<file path="src/rtl/rf_burst_reader.sv">
// Streams a contiguous burst of register-file words onto a valid/ready stream,
// absorbing the 1-cycle read latency and consumer back-pressure. Optional RD_CHECKSUM_EN adds a popped-word checksum.
module rf_burst_reader #(
    parameter int DATA_WIDTH = 24,
    parameter int ADDR_DEPTH = 12,
    parameter int LEN_WIDTH  = 13
) (
    input  logic                  clock,
    input  logic                  resetN,
    input  logic                  start,
    input  logic [ADDR_DEPTH-1:0] base_addr,
    input  logic [LEN_WIDTH-1:0]  length,
    output logic                  busy,
    output logic                  done,
    output logic [ADDR_DEPTH-1:0] rf_address,
    output logic                  rf_en_read,
    output logic                  rf_en_write,
    input  logic [DATA_WIDTH-1:0] rf_data_in,
    output logic [DATA_WIDTH-1:0] out_data,
    output logic                  out_valid,
    input  logic                  out_ready,
    output logic [1:0]            state_dbg
`ifdef RD_CHECKSUM_EN
    ,
    output logic [DATA_WIDTH-1:0] checksum
`endif
);

    // Stream handshake: a word transfers on any rising edge where out_valid and
    // out_ready are both high; out_valid never drops and out_data never changes
    // while the word is waiting for out_ready.

    typedef enum logic [1:0] {
        IDLE  = 2'd0,
        READ  = 2'd1,
        DRAIN = 2'd2,
        DONE  = 2'd3
    } state_t;

    state_t                state_q, state_d;
    logic [ADDR_DEPTH-1:0] base_q;
    logic [LEN_WIDTH-1:0]  len_q;
    logic [LEN_WIDTH-1:0]  issued_q;
    logic                  inflight_q;
    logic [DATA_WIDTH-1:0] buf_q [2];
    logic                  rd_ptr_q, wr_ptr_q;
    logic [1:0]            occ_q;

    logic       accept;
    logic       issue;
    logic       push;
    logic       pop;
    logic       last_issue;
    logic [1:0] occ_next;
    logic [2:0] credit_sum;
    logic [2:0] credit_lim;

    assign accept = (state_q == IDLE) && start;
    assign push   = inflight_q;
    assign pop    = out_valid && out_ready;

    // Occupancy plus the read still in flight must leave room after this cycle's pop.
    assign credit_sum = {1'b0, occ_q} + {2'b00, inflight_q};
    assign credit_lim = 3'd1 + {2'b00, pop};
    assign issue      = (state_q == READ) && (issued_q < len_q) && (credit_sum <= credit_lim);
    assign last_issue = issue && ((issued_q + LEN_WIDTH'(1)) == len_q);

    always_comb begin
        occ_next = occ_q;
        if (push && !pop) begin
            occ_next = occ_q + 2'd1;
        end else if (pop && !push) begin
            occ_next = occ_q - 2'd1;
        end
    end

    always_comb begin
        state_d = state_q;
        case (state_q)
            IDLE: begin
                if (start) begin
                    state_d = (length != '0) ? READ : DONE;
                end
            end
            READ: begin
                if (last_issue) begin
                    state_d = DRAIN;
                end
            end
            // Leave on the edge that empties the buffer so done follows the last pop directly.
            DRAIN: begin
                if (!inflight_q && (occ_next == 2'd0)) begin
                    state_d = DONE;
                end
            end
            DONE: begin
                state_d = IDLE;
            end
            default: begin
                state_d = IDLE;
            end
        endcase
    end

    always_ff @(posedge clock or negedge resetN) begin
        if (!resetN) begin
            state_q <= IDLE;
        end else begin
            state_q <= state_d;
        end
    end

    always_ff @(posedge clock or negedge resetN) begin
        if (!resetN) begin
            base_q     <= '0;
            len_q      <= '0;
            issued_q   <= '0;
            inflight_q <= 1'b0;
        end else begin
            inflight_q <= issue;
            if (accept) begin
                base_q   <= base_addr;
                len_q    <= length;
                issued_q <= '0;
            end else if (issue) begin
                issued_q <= issued_q + LEN_WIDTH'(1);
            end
        end
    end

    // Two-entry FIFO; rf_data_in is only captured in the cycle after a read was issued.
    always_ff @(posedge clock or negedge resetN) begin
        if (!resetN) begin
            buf_q[0] <= '0;
            buf_q[1] <= '0;
            rd_ptr_q <= 1'b0;
            wr_ptr_q <= 1'b0;
            occ_q    <= 2'd0;
        end else begin
            if (push) begin
                buf_q[wr_ptr_q] <= rf_data_in;
                wr_ptr_q        <= ~wr_ptr_q;
            end
            if (pop) begin
                rd_ptr_q <= ~rd_ptr_q;
            end
            occ_q <= occ_next;
        end
    end

`ifdef RD_CHECKSUM_EN
    always_ff @(posedge clock or negedge resetN) begin
        if (!resetN) begin
            checksum <= '0;
        end else if (accept) begin
            checksum <= '0;
        end else if (pop) begin
            checksum <= checksum + out_data;
        end
    end
`endif

    assign rf_en_read  = issue;
    assign rf_address  = issue ? (base_q + issued_q[ADDR_DEPTH-1:0]) : '0;
    assign rf_en_write = 1'b0;
    assign out_valid   = (occ_q != 2'd0);
    assign out_data    = buf_q[rd_ptr_q];
    assign busy        = (state_q == READ) || (state_q == DRAIN);
    assign done        = (state_q == DONE);
    assign state_dbg   = state_q;

endmodule
</file>
<file path="config.mk">
export PLATFORM = sky130hd
export DESIGN_NAME = rf_burst_reader
export DESIGN_NICKNAME = d
export VERILOG_FILES = /design/src/rtl/rf_burst_reader.sv
export SDC_FILE = /design/constraint.sdc
export NUM_CORES = 1
export LEC_CHECK = 0
export ABC_AREA = 0
export BUFFER_PORTS_ARGS = -buffer_cell sky130_fd_sc_hd__buf_2
export CORE_AREA = 2 2 97 99
export CTS_CLUSTER_SIZE = 12
export DETAILED_ROUTE_END_ITERATION = 8
export DIE_AREA = 0 0 99 101
export GPL_TIMING_DRIVEN = 0
export HOLD_SLACK_MARGIN = 0.05
export PLACE_DENSITY = 0.87
export SLEW_MARGIN = 10
export SYNTH_ARGS = -nofsm -noshare
export SYNTH_HDL_FRONTEND = slang
export SYNTH_SLANG_ARGS = --single-unit
</file>
<file path="constraint.sdc">
create_clock -name clock -period 6.6 [get_ports clock]
set_clock_uncertainty 0.2 [all_clocks]
set_input_delay 0.66 -clock clock [delete_from_list [all_inputs] [get_ports clock]]
set_output_delay 0.66 -clock clock [all_outputs]
set_load 0.1 [all_outputs]
</file>
==> flow_summary.json, run 1 <==
{
  "grt_pass1_wl_mm": 19.1,
  "critPathLaunchType": "flop",
  "cts-resized-gates": 0,
  "post_drt_wl_per_cell_um": 16.1,
  "ant_nets": 0,
  "final_cell_mix": "94 x buf_2, 93 x dfrtp_1, 72 x mux2_2, 72 x nand2_1",
  "crit_required_ns": 5.74,
  "clockBufferDepth": 2,
  "area_delta_synth_final_pct": 15.8,
  "nets": 703,
  "clock_latency_ns": 0.36,
  "critical_path_class": "reg2out",
  "via_count": 4028,
  "ys_seq_area_frac": 0.441,
  "synth_edf_count": 0,
  "min_to": "base_q[3]",
  "antenna_found_initial": 0,
  "synth_cell_types": 51,
  "slew_viol_final": 0,
  "die_x_um": 99,
  "clk_pin_slew_ns": 0.10,
  "syn-instance-count": 507,
  "end_kind": "output pin",
  "syn_area_per_cell_um2": 10.4,
  "rows": 35,
  "drcViolationCount": 0,
  "utilization": 0.681,
  "fin_setup_tns_ns": 0,
  "layout_commonest_cell": "buf_2",
  "slew_headroom": 0.589,
  "async_reset_ff_frac": 1.00,
  "track_usage": 0.241,
  "htreeDepth": 3,
  "ff2ff_setup_slack_ns": 2.50,
  "hold_depth": 3,
  "finish.instance_area_um2": 6110,
  "tightest_slew_ns": 0.609,
  "gp_congestion": 0.942,
  "period_needed_ns": 5.13,
  "coreArea_um2": 8980,
  "netlist_area_um2": 5280,
  "multiInputGateArea_um2": 2750,
  "syn_nets": 596,
  "fmax_ghz": 0.195,
  "grt_max_degree": 68,
  "min_period_over_period": 0.778,
  "hp-class": "in2reg",
  "setup_viol": 0,
  "r2r_cells": 13,
  "finalHoldViolations": 0,
  "r2r-start": "occ_q[1]",
  "max-cap-violations": 0,
  "grt_overflow_total": 0,
  "cp_max_fo": 10,
  "yosys_warnings": 0,
  "n_antenna_cell": 0,
  "ys_seq_elements": 93,
  "die_h_um": 101,
  "dp_hpwl_mm": 8.87,
  "initial_core_util": 0.588,
  "grt_pass1_vias": 4139,
  "cts_tree": "built",
  "drt_iter0_markers": 173,
  "io_pins": 96,
  "dpl_cell_area_um2": 5920,
  "cts-buffers-inserted": 9,
  "viasPerCell": 5.52,
  "fillers": 674,
  "portBuffers": 94,
  "fp.dieArea_um2": 10000,
  "worstPathArrival_ns": 4.27,
  "routed_wl_mm": 11.8,
  "reg2reg_to": "issued_q[9]",
  "root_buffer": "clkbuf_8",
  "drive_gt1_frac": 0.307,
  "status": "finished, final reports clean",
  "cts.sinks": 93,
  "synthFlopType": "dfrtp_1",
  "min_from": "base_addr[3]",
  "first_pass_iters": 4,
  "ff_latch_area_um2": 2330,
  "rsz0062_at_grt": "false"
}
-- cell usage after synthesis, drive strengths merged, types with 3 or more instances --
cell | count | area (um^2)
buf | 5 | 38.8
nand3 | 7 | 47.6
nand2b | 5 | 31.3
nand4 | 4 | 25.0
xnor2 | 25 | 219
nor2b | 4 | 25.0
nand2 | 72 | 270
a21oi | 9 | 45.0
o21ai | 24 | 120
ha | 34 | 425
nor3 | 9 | 45.0
inv | 26 | 97.6
mux2 | 72 | 811
clkbuf | 17 | 63.8
dfrtp | 93 | 2330
nor4 | 6 | 37.5
nor3b | 3 | 22.5
xor2 | 18 | 158
nor2 | 34 | 128
or3 | 3 | 23.8
-- flip-flops by register name (all words and copies together) (netlist names) --
register	cells
base_q	12
buf_q	48
inflight_q	1
issued_q	13
len_q	13
occ_q	2
rd_ptr_q	1
state_dbg	2
wr_ptr_q	1
-- area by class of cell --
type | instances | area share
sequential | 93 | 0.381
clock buffer | 9 | 0.0203
tap | 111 | 0.0227
inverter | 27 | 0.0166
multi-input combinational | 365 | 0.449
buffer | 22 | 0.0168
timing repair buffer | 96 | 0.0835
clock inverter | 7 | 0.0102
-- stage by stage --
stage | worst slack [ns] | hold slack [ns] | cells
floorplan | 0.507 | 0.164 | 507
global placement | 2.05 | 0.266 | 712
detailed placement | 1.96 | 0.274 | 713
CTS | 1.48 | 0.270 | 730
global route | 1.20 | 0.287 | 730
finish | 1.47 | 0.281 | 730
-- critical path, cell delays in order, from the launching register on --
cell	delay (ns)
dfrtp_1	0.41
inv_1	0.14
ha_1	0.20
nand2b_1	0.12
clkbuf_1	0.26
inv_1	0.15
fa_1	0.50
nor3b_1	0.25
o21ai_1	0.11
a221oi_1	0.48
nand2_1	0.35
nor4_1	0.44
buf_2	0.50
-- worst max-delay path by stage --
| stage | cells past startpoint | start | slack, ns | to |
|---|---|---|---|---|
| floorplan | 11 | occ_q[1] | 0.51 | rf_address[10] |
| CTS | 13 | occ_q[1] | 1.48 | rf_address[2] |
| finish | 12 | occ_q[1] | 1.47 | rf_address[10] |
| global placement | 12 | out_ready | 2.05 | rf_address[5] |
| detailed placement | 13 | occ_q[1] | 1.96 | rf_address[2] |
| global route | 13 | occ_q[1] | 1.20 | rf_address[4] |
-- layer usage --
metal | up-vias | track usage | part of all wire
met3 | 14 | 0.0541 | 0.061
met5 | - | 0 | 0
li1 | 1951 | - | -
met4 | 0 | 0.0832 | 0.013
met2 | 120 | 0.435 | 0.52
met1 | 1943 | 0.282 | 0.41
-- cells by family after synthesis --
group | share of synthesized area
simple gates | 0.138
flops | 0.441
mux | 0.157
compound gates | 0.0645
buf+inv | 0.0386
xor+xnor | 0.0713
fa+ha+maj | 0.0882
other cells | 0.000710
-- repair_timing --
action | CTS | global route
buffers inserted | 0 | 0
hold buffers | 1 | 0
endpoints found under the hold margin | 26 | 0
Power of run 1 is not shown: default switching activity piles up to over one toggle a cycle in this logic, so the estimate is an artifact.
==> run 2, diff against run 1 <==
--- a/config.mk
+++ b/config.mk
@@ -5,15 +5,15 @@
 export SDC_FILE = /design/constraint.sdc
 export NUM_CORES = 1
 export LEC_CHECK = 0
-export ABC_AREA = 0
+export ABC_AREA = 1
 export BUFFER_PORTS_ARGS = -buffer_cell sky130_fd_sc_hd__buf_2
-export CORE_AREA = 2 2 97 99
+export CORE_AREA = 2 2 105 107
 export CTS_CLUSTER_SIZE = 12
 export DETAILED_ROUTE_END_ITERATION = 8
-export DIE_AREA = 0 0 99 101
+export DIE_AREA = 0 0 107 109
 export GPL_TIMING_DRIVEN = 0
 export HOLD_SLACK_MARGIN = 0.05
-export PLACE_DENSITY = 0.87
+export PLACE_DENSITY = 0.79
 export SLEW_MARGIN = 10
 export SYNTH_ARGS = -nofsm -noshare
 export SYNTH_HDL_FRONTEND = slang
==> constraint.sdc (replaced) <==
create_clock -name clock -period 4.68 [get_ports clock]
set_clock_uncertainty 0.2 [all_clocks]
set_input_delay 0.468 -clock clock [delete_from_list [all_inputs] [get_ports clock]]
set_output_delay 0.468 -clock clock [all_outputs]
set_load 0.1 [all_outputs]
==> flow_summary.json, run 2 <==
{
  "min_period_over_period": 0.862,
  "syn_area_per_cell_um2": 7.55,
  "dpl_cell_area_um2": 5980,
  "largest_reg_flops": 48,
  "initial_core_util": 0.499,
  "synth_common_cells": "270 x nand2_1, 93 x dfrtp_1, 83 x o21ai_0",
  "die_x_um": 107,
  "r2r-start": "occ_q[1]",
  "drive_gt1_frac": 0.161,
  "slew_viol_final": 0,
  "reg2reg_to": "issued_q[12]",
  "period_needed_ns": 4.04,
  "n_antenna_cell": 0,
  "ys_seq_area_frac": 0.440,
  "clock_latency_ns": 0.37,
  "fin_cells": 952,
  "tightest_slew_ns": 0.565,
  "antenna_found_initial": 0,
  "top_register": "buf_q",
  "finalHoldViolations": 0,
  "grt_pass1_wl_mm": 21.5,
  "crit_chain": "inv_1 > ha_1 > nor2_1 > fa_1 > o32a_1 > nor2_1 > buf_2 > inv_1 > nor2_1 > buf_2",
  "cpMostUsedCell": "nor2_1",
  "dp_slack_ns": 1.08,
  "syn-instance-count": 700,
  "dp.cells": 935,
  "coreArea_um2": 10600,
  "async_reset_ff_frac": 1.00,
  "synthFlopType": "dfrtp_1",
  "drcViolationCount": 0,
  "grt_pass1_vias": 4605,
  "fp.dieArea_um2": 11700,
  "post_drt_wl_per_cell_um": 13.3,
  "cts.sinks": 93,
  "grt_overflow_total": 0,
  "cts-buffers-inserted": 9,
  "cp_slowest_cell": "fa_1",
  "fin_ws_ns": 0.644,
  "area_delta_synth_final_pct": 17.6,
  "first_pass_iters": 5,
  "track_usage": 0.233,
  "root_buffer": "clkbuf_8",
  "hp-class": "in2reg",
  "ys_top_cells_by_area": "dfrtp_1 44%, nand2_1 19%, ha_1 8.0%",
  "grt_max_degree": 59,
  "via_count": 4816,
  "rows": 38,
  "critPathBufInv": 4,
  "yosys.area.top_type": "dfrtp_1",
  "crit_required_ns": 4.01,
  "dp_hpwl_mm": 9.38,
  "setup_viol": 0,
  "cp_max_fo": 11,
  "ant_nets": 0,
  "largestRegisters": "buf_q: 48 flops, issued_q: 13 flops, len_q: 13 flops",
  "htreeDepth": 3,
  "die_h_um": 109,
  "critPathMaxStageDelay_ns": 0.48,
  "yosysMostFrequentCell": "nand2_1",
  "synth_top_area_frac": 0.440,
  "yosys_warnings": 0,
  "hold_depth": 3,
  "drt_iter0_markers": 297,
  "cts-resized-gates": 0,
  "max-cap-violations": 0,
  "viasPerCell": 5.06,
  "min_from": "base_addr[10]",
  "gp_congestion": 0.851,
  "critPathLaunchType": "flop",
  "r2r_cells": 9,
  "status": "finished, final reports clean",
  "io_pins": 96,
  "nets": 896,
  "critical_path_class": "reg2out",
  "final_cell_mix": "270 x nand2_1, 94 x buf_2, 93 x dfrtp_1, 83 x o21ai_0, 65 x inv_1",
  "worstPathArrival_ns": 3.37,
  "synth_edf_count": 0,
  "post_cts_buffers": 0,
  "synth_cell_types": 34,
  "path_delay_family": "buffers and inverters",
  "layout_commonest_cell": "nand2_1",
  "syn_nets": 789,
  "fmax_ghz": 0.248,
  "clk_pin_slew_ns": 0.10,
  "cts_tree": "built",
  "end_kind": "output pin",
  "routed_wl_mm": 12.6,
  "min_to": "base_q[10]",
  "ys_seq_elements": 93,
  "slew_headroom": 0.623,
  "clockBufferDepth": 2,
  "netlist_area_um2": 5290,
  "portBuffers": 94,
  "ff2ff_setup_slack_ns": 1.61,
  "finish.instance_area_um2": 6220,
  "rsz0062_at_grt": "false"
}
run 2: cell types whose count changed in the layout (fill, tap and decap cells not counted), moves of 21 or more:
cell | previous run | this run
o21ai_0 | 22 | 83
xnor2_1 | 25 | 4
nand3_1 | 6 | 30
nand2_1 | 72 | 270
mux2_2 | 72 | 0
inv_1 | 26 | 65
run 2: routing by layer:
metal	wire length [um]	part of all wire	vias to the layer above	global-route usage
met4	404	0.032	0	0.104
met5	0	0	-	0
met3	594	0.047	31	0.0269
met1	5800	0.46	2185	0.313
li1	-	-	2456	-
met2	5840	0.46	144	0.382
run 2: worst max path at each step:
stage	from	end	slack [ns]	depth (start not counted)
after floorplan	occ_q[0]	rf_address[11]	-0.28	11
after global placement	occ_q[0]	rf_address[11]	1.09	10
after detailed placement	occ_q[0]	rf_address[7]	1.08	10
after CTS	occ_q[0]	rf_address[7]	0.64	10
after global routing	occ_q[0]	rf_address[7]	0.45	10
final	occ_q[1]	rf_address[11]	0.64	10
run 2: kinds of logic after synthesis:
| kind of cell | Yosys count | share of synthesized area |
|---|---|---|
| AO/OA/AOI/OAI | 115 | 0.113 |
| AND/OR/NAND/NOR | 352 | 0.275 |
| other | 1 | 0.000709 |
| flip-flops | 93 | 0.440 |
| adder cells (fa/ha/maj) | 36 | 0.0880 |
| XOR/XNOR | 10 | 0.0166 |
| buffers and inverters | 93 | 0.0670 |
run 2: through the flow:
step | utilization | setup TNS (ns) | hold slack [ns]
finish | 0.587 | 0 | 0.0813
global route | 0.587 | 0 | 0.0808
CTS | 0.587 | 0 | 0.0796
detailed placement | 0.564 | 0 | 0.252
global placement | 0.561 | 0 | 0.265
floorplan | - | -2.20 | -0.0276
run 2: layout make-up:
cell class                 instances  area, um^2
clock buffer                      10         138
fill                            1011        4380
tap                              140         175
multi-input combinational        514        2620
sequential                        93        2330
timing repair buffer              96         510
inverter                          70         263
clock inverter                     6        92.6
buffer                            23        91.3
run 2: timing repair:
action                                 CTS  global route
hold buffers                             1             0
endpoints found under the hold margin   35             0
setup endpoints to repair                0             0
run 2: tightest hold or removal path, stage by stage:
cell and delay, ns:
buf_2 0.07, nand2_1 0.04, nand2_1 0.05
Power of run 2 is left out for the same reason.
==> run 3, diff against run 2 <==
--- a/config.mk
+++ b/config.mk
@@ -14,6 +14,7 @@
 export GPL_TIMING_DRIVEN = 0
 export HOLD_SLACK_MARGIN = 0.05
 export PLACE_DENSITY = 0.79
+export REMOVE_ABC_BUFFERS = 1
 export SLEW_MARGIN = 10
 export SYNTH_ARGS = -nofsm -noshare
 export SYNTH_HDL_FRONTEND = slang
==> flow_summary.json, run 3 (synthesized netlist as in run 2, its figures left out) <==
{
  "fmax_ghz": 0.237,
  "drcViolationCount": 0,
  "grt_overflow_total": 0,
  "portBuffers": 94,
  "via_count": 4682,
  "final_cell_mix": "269 x nand2_1, 93 x dfrtp_1, 93 x buf_2, 83 x o21ai_0, 65 x inv_1",
  "coreArea_um2": 10600,
  "layout_commonest_cell": "nand2_1",
  "max-cap-violations": 0,
  "setup_viol": 0,
  "status": "finished, final reports clean",
  "period_needed_ns": 4.22,
  "initial_core_util": 0.499,
  "track_usage": 0.210,
  "multiInputGateArea_um2": 2610,
  "die_x_um": 107,
  "tightest_slew_ns": 0.951,
  "end_kind": "output pin",
  "n_antenna_cell": 0,
  "htreeDepth": 3,
  "grt_pass1_vias": 4402,
  "largestRegisters": "buf_q: 48 flops, issued_q: 13 flops, len_q: 13 flops",
  "min_to": "base_q[8]",
  "area_delta_synth_final_pct": 15.2,
  "drt_iter0_markers": 247,
  "hp-class": "in2reg",
  "min_from": "base_addr[8]",
  "clk_pin_slew_ns": 0.09,
  "viasPerCell": 5.04,
  "crit_required_ns": 4.01,
  "worstPathArrival_ns": 3.56,
  "rsz0062_at_grt": "false",
  "grt_pass1_wl_mm": 19.6,
  "cts-buffers-inserted": 9,
  "fp.dieArea_um2": 11700,
  "largest_reg_flops": 48,
  "root_buffer": "clkbuf_8",
  "post_drt_wl_per_cell_um": 12.5,
  "critPathLaunchType": "flop",
  "hold_depth": 3,
  "slew_viol_final": 0,
  "critical_path_class": "reg2out",
  "cp_max_fo": 13,
  "top_register": "buf_q",
  "nets": 873,
  "rows": 38,
  "routed_wl_mm": 11.6,
  "clockBufferDepth": 2,
  "fillers": 1027,
  "first_pass_iters": 4,
  "fin_ws_ns": 0.455,
  "post_cts_buffers": 0,
  "ff2ff_setup_slack_ns": 0.80,
  "gp_congestion": 0.834,
  "reg2reg_to": "issued_q[8]",
  "io_pins": 96,
  "ant_nets": 0,
  "cts_tree": "built",
  "dp_slack_ns": 0.547,
  "finalHoldViolations": 0,
  "slew_headroom": 0.362,
  "cts.sinks": 93,
  "ff_latch_area_um2": 2330,
  "min_period_over_period": 0.903,
  "grt_max_degree": 59,
  "antenna_found_initial": 0,
  "r2r_cells": 7,
  "r2r-start": "state_dbg[0]",
  "drive_gt1_frac": 0.158,
  "dp_hpwl_mm": 8.45,
  "clock_latency_ns": 0.37,
  "die_h_um": 109
}
run 3: cell count changes in the layout (fill, tap and decap cells not counted), sizes merged:
cell,before,now
clkbuf,30,11
buf,98,95
clkinvlp,2,0
clkinv,2,3
run 3: metal layers:
metal	part of all wire	up-vias	global-route usage
met5	0	-	0
met1	0.46	2138	0.271
met4	0.021	0	0.0891
met3	0.042	23	0.0359
met2	0.48	118	0.350
li1	-	2403	-
run 3: through the flow:
step	TNS (ns)	hold WS [ns]	std cells	area, um^2	util
floorplan	-18.21	-0.0276	677	5200	-
global placement	0	0.266	911	5840	0.551
detailed placement	0	0.273	912	5860	0.553
CTS	0	0.0811	929	6090	0.574
global route	0	0.0818	929	6090	0.575
finish	0	0.0933	929	6090	0.575
run 3: area by class of cell:
type                    count  area share
flip-flops and latches     93       0.382
clock inverters             5      0.0136
repair buffers             96      0.0825
clock buffers              11      0.0216
inverters                  70      0.0431
well taps                 140      0.0287
multi-input cells         514       0.429
run 3: how the worst max path moves through the flow:
stage                      to  cells past startpoint      from
4_1_cts         rf_address[7]                      9  occ_q[1]
3_5_place_dp    rf_address[7]                      9  occ_q[1]
2_1_floorplan  rf_address[10]                     10  occ_q[0]
6_report        rf_address[7]                      9  occ_q[1]
5_1_grt         rf_address[7]                      9  occ_q[1]
3_3_place_gp    rf_address[7]                      9  occ_q[0]
run 3: repair_timing:
action,4_1_cts,5_1_grt
setup endpoints to repair,0,7
hold endpoints to repair,57,0
hold buffers,1,0
resized for setup,0,1
run 3: critical path: stages, from the launching register on:
cell and delay, ns:
dfrtp_1 0.36, inv_1 0.09, ha_1 0.20, nor2_1 0.19, fa_1 0.47, o32a_1 0.38
nor2_2 0.54, inv_1 0.31, nor2_1 0.19, buf_2 0.45
Power of run 3 is left out for the same reason.
